### config.mk
export PLATFORM = sky130hd
export DESIGN_NAME = mem_stage_lsu
export DESIGN_NICKNAME = d
export VERILOG_FILES = /design/src/rtl/riscv_lsu_pkg.sv /design/src/rtl/lsu_load_align.sv /design/src/rtl/mem_stage_lsu.sv
export SDC_FILE = /design/constraint.sdc
export NUM_CORES = 1
export LEC_CHECK = 0
export ABC_AREA = 1
export CAP_MARGIN = 20
export CORE_MARGIN = 1.5
export CORE_UTILIZATION = 46
export CTS_CLUSTER_SIZE = 30
export DETAILED_ROUTE_END_ITERATION = 6
export PLACE_DENSITY = 0.8
export SLEW_MARGIN = 10
export SYNTH_ARGS = -nofsm -noshare
export SYNTH_HDL_FRONTEND = slang
export SYNTH_HIERARCHICAL = 1
export SYNTH_SLANG_ARGS = --single-unit
### constraint.sdc
create_clock -name clk -period 4.5 [get_ports clk]
set_clock_uncertainty 0.1 [all_clocks]
set_input_delay 0.9 -clock clk [delete_from_list [all_inputs] [get_ports clk]]
set_output_delay 0.9 -clock clk [all_outputs]
set_load 0.01 [all_outputs]
### src/rtl/riscv_lsu_pkg.sv
// Shared load/store-unit definitions: funct3 access codes, FSM states and
// legality helpers used by the memory-stage LSU.
package riscv_lsu_pkg;

  localparam logic [2:0] F3_B  = 3'b000;
  localparam logic [2:0] F3_H  = 3'b001;
  localparam logic [2:0] F3_W  = 3'b010;
  localparam logic [2:0] F3_BU = 3'b100;
  localparam logic [2:0] F3_HU = 3'b101;

  typedef enum logic [1:0] {
    S_IDLE = 2'd0,
    S_BUSY = 2'd1,
    S_DONE = 2'd2
  } lsu_state_t;

  // Stores only exist in signed-size form; BU/HU are load-only encodings.
  function automatic logic f3_legal(input logic is_store, input logic [2:0] f3);
    case (f3)
      F3_B, F3_H, F3_W: return 1'b1;
      F3_BU, F3_HU:     return !is_store;
      default:          return 1'b0;
    endcase
  endfunction

  function automatic logic addr_aligned(input logic [2:0] f3, input logic [1:0] lo);
    case (f3)
      F3_H, F3_HU: return !lo[0];
      F3_W:        return lo == 2'b00;
      default:     return 1'b1;
    endcase
  endfunction

endpackage

### src/rtl/lsu_load_align.sv
// Load data alignment: selects the addressed byte/half lane of a memory word
// and sign- or zero-extends it according to funct3.
module lsu_load_align
  import riscv_lsu_pkg::*;
(
  input  logic [2:0]  funct3,
  input  logic [1:0]  addr_lo,
  input  logic [31:0] rdata,
  output logic [31:0] data
);

  logic [7:0]  byte_lane;
  logic [15:0] half_lane;

  always_comb begin
    byte_lane = rdata[{addr_lo, 3'b000} +: 8];
    half_lane = addr_lo[1] ? rdata[31:16] : rdata[15:0];
    case (funct3)
      F3_B:    data = {{24{byte_lane[7]}}, byte_lane};
      F3_H:    data = {{16{half_lane[15]}}, half_lane};
      F3_W:    data = rdata;
      F3_BU:   data = {24'd0, byte_lane};
      F3_HU:   data = {16'd0, half_lane};
      default: data = '0;
    endcase
  end

endmodule

### src/rtl/mem_stage_lsu.sv
// Memory-stage load/store unit: issues one req/ack data-memory transaction per
// load/store, stalls the pipeline while it is outstanding, and aligns load data.
module mem_stage_lsu
  import riscv_lsu_pkg::*;
#(
  parameter int unsigned TIMEOUT = 16
) (
  input  logic        clk,
  input  logic        rst,
  input  logic        memReadM,
  input  logic        memWriteM,
  input  logic [2:0]  funct3M,
  input  logic [31:0] ALUResultM,
  input  logic [31:0] writeDataM,
  output logic [31:0] readDataM,
  output logic        stallM,
  output logic        misalignM,
  output logic        busErrM,
  output logic        dmem_req,
  output logic        dmem_we,
  output logic [31:0] dmem_addr,
  output logic [3:0]  dmem_be,
  output logic [31:0] dmem_wdata,
  input  logic [31:0] dmem_rdata,
  input  logic        dmem_ack
);

  localparam int unsigned CW = $clog2(TIMEOUT) + 1;
  localparam logic [CW-1:0] CNT_LAST = CW'(TIMEOUT - 1);

  lsu_state_t    state, state_next;
  logic [CW-1:0] cnt;
  logic          access, access_ok, start;
  logic [3:0]    be_next;
  logic [31:0]   wdata_next;
  logic [2:0]    lat_f3;
  logic [1:0]    lat_lo;
  logic [31:0]   load_data;

  // A simultaneous read+write is handled as a store.
  assign access    = memReadM | memWriteM;
  assign access_ok = f3_legal(memWriteM, funct3M) && addr_aligned(funct3M, ALUResultM[1:0]);

  always_comb begin
    case (funct3M)
      F3_B, F3_BU: begin
        be_next    = 4'b0001 << ALUResultM[1:0];
        wdata_next = {4{writeDataM[7:0]}};
      end
      F3_H, F3_HU: begin
        be_next    = 4'b0011 << {ALUResultM[1], 1'b0};
        wdata_next = {2{writeDataM[15:0]}};
      end
      default: begin
        be_next    = 4'b1111;
        wdata_next = writeDataM;
      end
    endcase
  end

  always_comb begin
    state_next = state;
    stallM     = 1'b0;
    misalignM  = 1'b0;
    start      = 1'b0;
    case (state)
      S_IDLE: begin
        if (access) begin
          if (access_ok) begin
            stallM     = 1'b1;
            start      = 1'b1;
            state_next = S_BUSY;
          end else begin
            misalignM  = 1'b1;
          end
        end
      end
      S_BUSY: begin
        stallM = 1'b1;
        if (dmem_ack || cnt == CNT_LAST) state_next = S_DONE;
      end
      S_DONE:  state_next = S_IDLE;
      default: state_next = S_IDLE;
    endcase
  end

  always_ff @(posedge clk or posedge rst) begin
    if (rst) state <= S_IDLE;
    else     state <= state_next;
  end

  lsu_load_align u_align (
    .funct3  (lat_f3),
    .addr_lo (lat_lo),
    .rdata   (dmem_rdata),
    .data    (load_data)
  );

  always_ff @(posedge clk or posedge rst) begin
    if (rst) begin
      cnt        <= '0;
      dmem_req   <= 1'b0;
      dmem_we    <= 1'b0;
      dmem_addr  <= '0;
      dmem_be    <= '0;
      dmem_wdata <= '0;
      readDataM  <= '0;
      busErrM    <= 1'b0;
      lat_f3     <= '0;
      lat_lo     <= '0;
    end else begin
      busErrM <= 1'b0;
      case (state)
        S_IDLE: begin
          if (start) begin
            dmem_req   <= 1'b1;
            dmem_we    <= memWriteM;
            dmem_addr  <= {ALUResultM[31:2], 2'b00};
            dmem_be    <= be_next;
            dmem_wdata <= memWriteM ? wdata_next : '0;
            lat_f3     <= funct3M;
            lat_lo     <= ALUResultM[1:0];
            cnt        <= '0;
          end
        end
        S_BUSY: begin
          // Ack wins over a timeout landing in the same cycle.
          if (dmem_ack) begin
            dmem_req <= 1'b0;
            if (!dmem_we) readDataM <= load_data;
          end else if (cnt == CNT_LAST) begin
            dmem_req  <= 1'b0;
            busErrM   <= 1'b1;
            readDataM <= '0;
          end else begin
            cnt <= cnt + CW'(1);
          end
        end
        S_DONE:  cnt <= '0;
        default: cnt <= '0;
      endcase
    end
  end

endmodule

==> impl_metrics.env <==
export IMPL_status="complete, no violations"
export IMPL_num_io_pins=209
export IMPL_end_kind="output pin"
export IMPL_hp_class="reg -> reg"
export IMPL_grt_ovfl_total=0
export IMPL_critPathArrivalTime_ns=2.86
export IMPL_finalMaxSlewViolations=0
export IMPL_grt_max_degree=75
export IMPL_die_area_mm2=0.01393
export IMPL_endpoint="misalignM"
export IMPL_maxSlewHeadroom=0.3957
export IMPL_die_w_um=118.0
export IMPL_async_flop_share=1.000
export IMPL_dpl_instance_area_mm2=0.008080
export IMPL_area_delta_synth_final_pct=42.82
export IMPL_hpwl_um=12360
export IMPL_routed_via_count=5981
export IMPL_cts_buffer_depth=2
export IMPL_path_class="in -> out"
export IMPL_diodes=0
export IMPL_postCtsHoldBufs=0
export IMPL_port_buffers=206
export IMPL_dr_pass1_iters=5
export IMPL_antenna_left=0
export IMPL_postCtsResizedCells=0
export IMPL_numCtsBuffers=17
export IMPL_avgSynthCellArea_um2=7.195
export IMPL_hold_viol_final=0
export IMPL_drcViolationCount=0
export IMPL_vias_per_cell=4.902
export IMPL_r2r_end="readDataM[4]$_DFFE_PP0P_"
export IMPL_period_needed_ns=3.856
export IMPL_clk_latency_ns=0.42
export IMPL_rsz0062_at_grt="false"
export IMPL_r2r_cells=10
export IMPL_switching_power_w=0.001789
export IMPL_nets=1141
export IMPL_placementRows=41
export IMPL_worst_slew_pin_transition_ns=0.9065
export IMPL_grt_pass1_wl_um=29330
export IMPL_p_leak_nw=4.410
export IMPL_drive_gt1_frac=0.05916
export IMPL_setup_viol_count_final=0
export IMPL_clk_root_buffer_cell="clkbuf_16"
export IMPL_h_tree_depth=4
export IMPL_rrSetupSlack_ns=2.18
export IMPL_clk_pin_slew_worst_paths_ns=0.06
export IMPL_drv_cap=0
export IMPL_place_congestion=0.8524
export IMPL_worstSetupStartpointType="input port"
export IMPL_fmax_mhz=259.4
export IMPL_p_seq_frac=0.328
export IMPL_design_core_area_mm2=0.01277
export IMPL_cts_setup_buffers=0
export IMPL_syn_inst=846
export IMPL_powerDensity_mw_per_mm2=580.9
export IMPL_synth_cell_types=31
export IMPL_synth_edff_count=0
export IMPL_layout_cells_most_common="nand2_1"
export IMPL_synthTopCellsByArea="dfrtp_1, nand2_1, inv_1"
export IMPL_worstPathMaxFanout=10
export IMPL_timing_setup_tns_ns=0
export IMPL_antenna_found_initial=0
export IMPL_final_cell_mix="nand2_1, clkdlybuf4s50_1, dfrtp_1"
export IMPL_clock_sinks=113
export IMPL_period_share=0.8568
export IMPL_synth_seq_area_share=0.4645
export IMPL_yosysWarningCount=6
export IMPL_fp_dieH_um=118.0
export IMPL_worstSetupStartpoint="funct3M[0]"
export IMPL_power_switching_share=0.3543
export IMPL_grt_total_usage=0.2661
export IMPL_wirelength_um=17780
export IMPL_worst_ep_required_time_ns=3.50
export IMPL_worstReg2RegStart="cnt[0]$_DFFE_PP0P_"
export IMPL_min_delay_path_depth=2
export IMPL_wl_per_cell_um=14.57
export IMPL_yosysTopAreaCellShare=0.4645
export IMPL_synthFlopType="dfrtp_1"
export IMPL_comb_power_share=0.396
export IMPL_start_util=0.4765
export IMPL_synth_top_area_cell="dfrtp_1"
export IMPL_stdcell_area_mm2=0.008693
export IMPL_ys_seq_elements=113
export IMPL_vdd_drop_max_uv=324.9
export IMPL_synthesis_area_mm2=0.006087
export IMPL_cts_tree="yes"
export IMPL_grt_pass1_vias=5997
export IMPL_p_int_w=0.003261
export IMPL_pwr_share_clk=0.276
export IMPL_drtIter0Drc=551
worst min path at each step:
stage / start / to / slack (ns)
2_1_floorplan: cnt[4]$_DFFE_PP0P_ / cnt[4]$_DFFE_PP0P_ / 0.34
3_3_place_gp: cnt[4]$_DFFE_PP0P_ / cnt[4]$_DFFE_PP0P_ / 0.36
3_5_place_dp: dmem_wdata[28]$_DFFE_PP0P_ / dmem_wdata[28]$_DFFE_PP0P_ / 0.36
4_1_cts: dmem_wdata[15]$_DFFE_PP0P_ / dmem_wdata[15]$_DFFE_PP0P_ / 0.38
5_1_grt: dmem_wdata[2]$_DFFE_PP0P_ / dmem_wdata[2]$_DFFE_PP0P_ / 0.40
6_report: dmem_wdata[15]$_DFFE_PP0P_ / dmem_wdata[15]$_DFFE_PP0P_ / 0.38
power groups by stage:
stage,Clock (W),Combinational (W),Sequential [W]
after floorplan,0,0.000910,0.00177
after global placement,0,0.00197,0.00166
after detailed placement,0,0.00200,0.00165
after CTS,0.00141,0.00201,0.00165
after global routing,0.00146,0.00221,0.00170
final,0.00140,0.00200,0.00165
synth_stat cells (5+ instances only):
cell type,count
nand2_1,372
inv_1,89
buf_4,6
o211ai_1,5
dfrtp_1,113
nor2_1,67
or2_2,7
nand3_1,61
o21ai_0,48
nor3_1,5
buf_6,21
clkbuf_1,9
a21oi_1,6
buf_2,8
cells by family (layout without fill, tap and decap cells):
family	after synthesis	in the layout	share of synthesized area
and+or+nand+nor	527	527	0.3535
DFF	113	113	0.4645
AOI/OAI and AO/OA	66	66	0.06023
other	1	2	0.0006161
adders and majority gates	2	2	0.004110
buffers and inverters	136	337	0.1155
xor gates and xnor gates	1	1	0.001439
final cells by class:
class / count / area (um^2)
clock buffers: 19 / 452.9
clock inverters: 13 / 160.2
fillers: 1074 / 4080
inverters: 92 / 350.3
multi-input cells: 598 / 2560
flip-flops and latches: 113 / 2828
well taps: 172 / 215.2
repair buffers: 213 / 2127
sequential cells by signal, indices dropped and copies added, names as in the netlist:
signal      flops
busErrM         1
cnt             5
dmem_addr      30
dmem_be         4
dmem_req        1
dmem_wdata     32
dmem_we         1
lat_f3          3
lat_lo          2
readDataM      32
state           2
metal layers:
layer	track usage	vias up	routed length, um
li1	-	2955	-
met1	0.3394	2714	7613
met2	0.4145	276	7977
met3	0.1022	36	1774
met4	0.09146	0	416
met5	0	-	0
through the flow:
| stage | hold WS (ns) | total power, W | cells | worst slack, ns | utilization |
|---|---|---|---|---|---|
| after floorplan | 0.3419 | 0.002676 | 847 | 0.5126 | - |
| after global placement | 0.3592 | 0.003628 | 1188 | 0.7269 | 0.6326 |
| after detailed placement | 0.3642 | 0.003651 | 1188 | 0.6821 | 0.6326 |
| after CTS | 0.3807 | 0.005075 | 1220 | 0.6470 | 0.6806 |
| after global routing | 0.3980 | 0.005371 | 1220 | 0.4664 | 0.6806 |
| final | 0.3754 | 0.005050 | 1220 | 0.6444 | 0.6806 |
worst max-delay path: stages:
cell             delay [ns]
clkdlybuf4s50_1        0.67
nand2_2                0.18
nand2_1                0.10
nand2_1                0.09
nand2_1                0.07
nand2_1                0.13
nor2_1                 0.14
clkdlybuf4s50_1        0.57
Note: power is estimated with default switching activity, not from simulation.
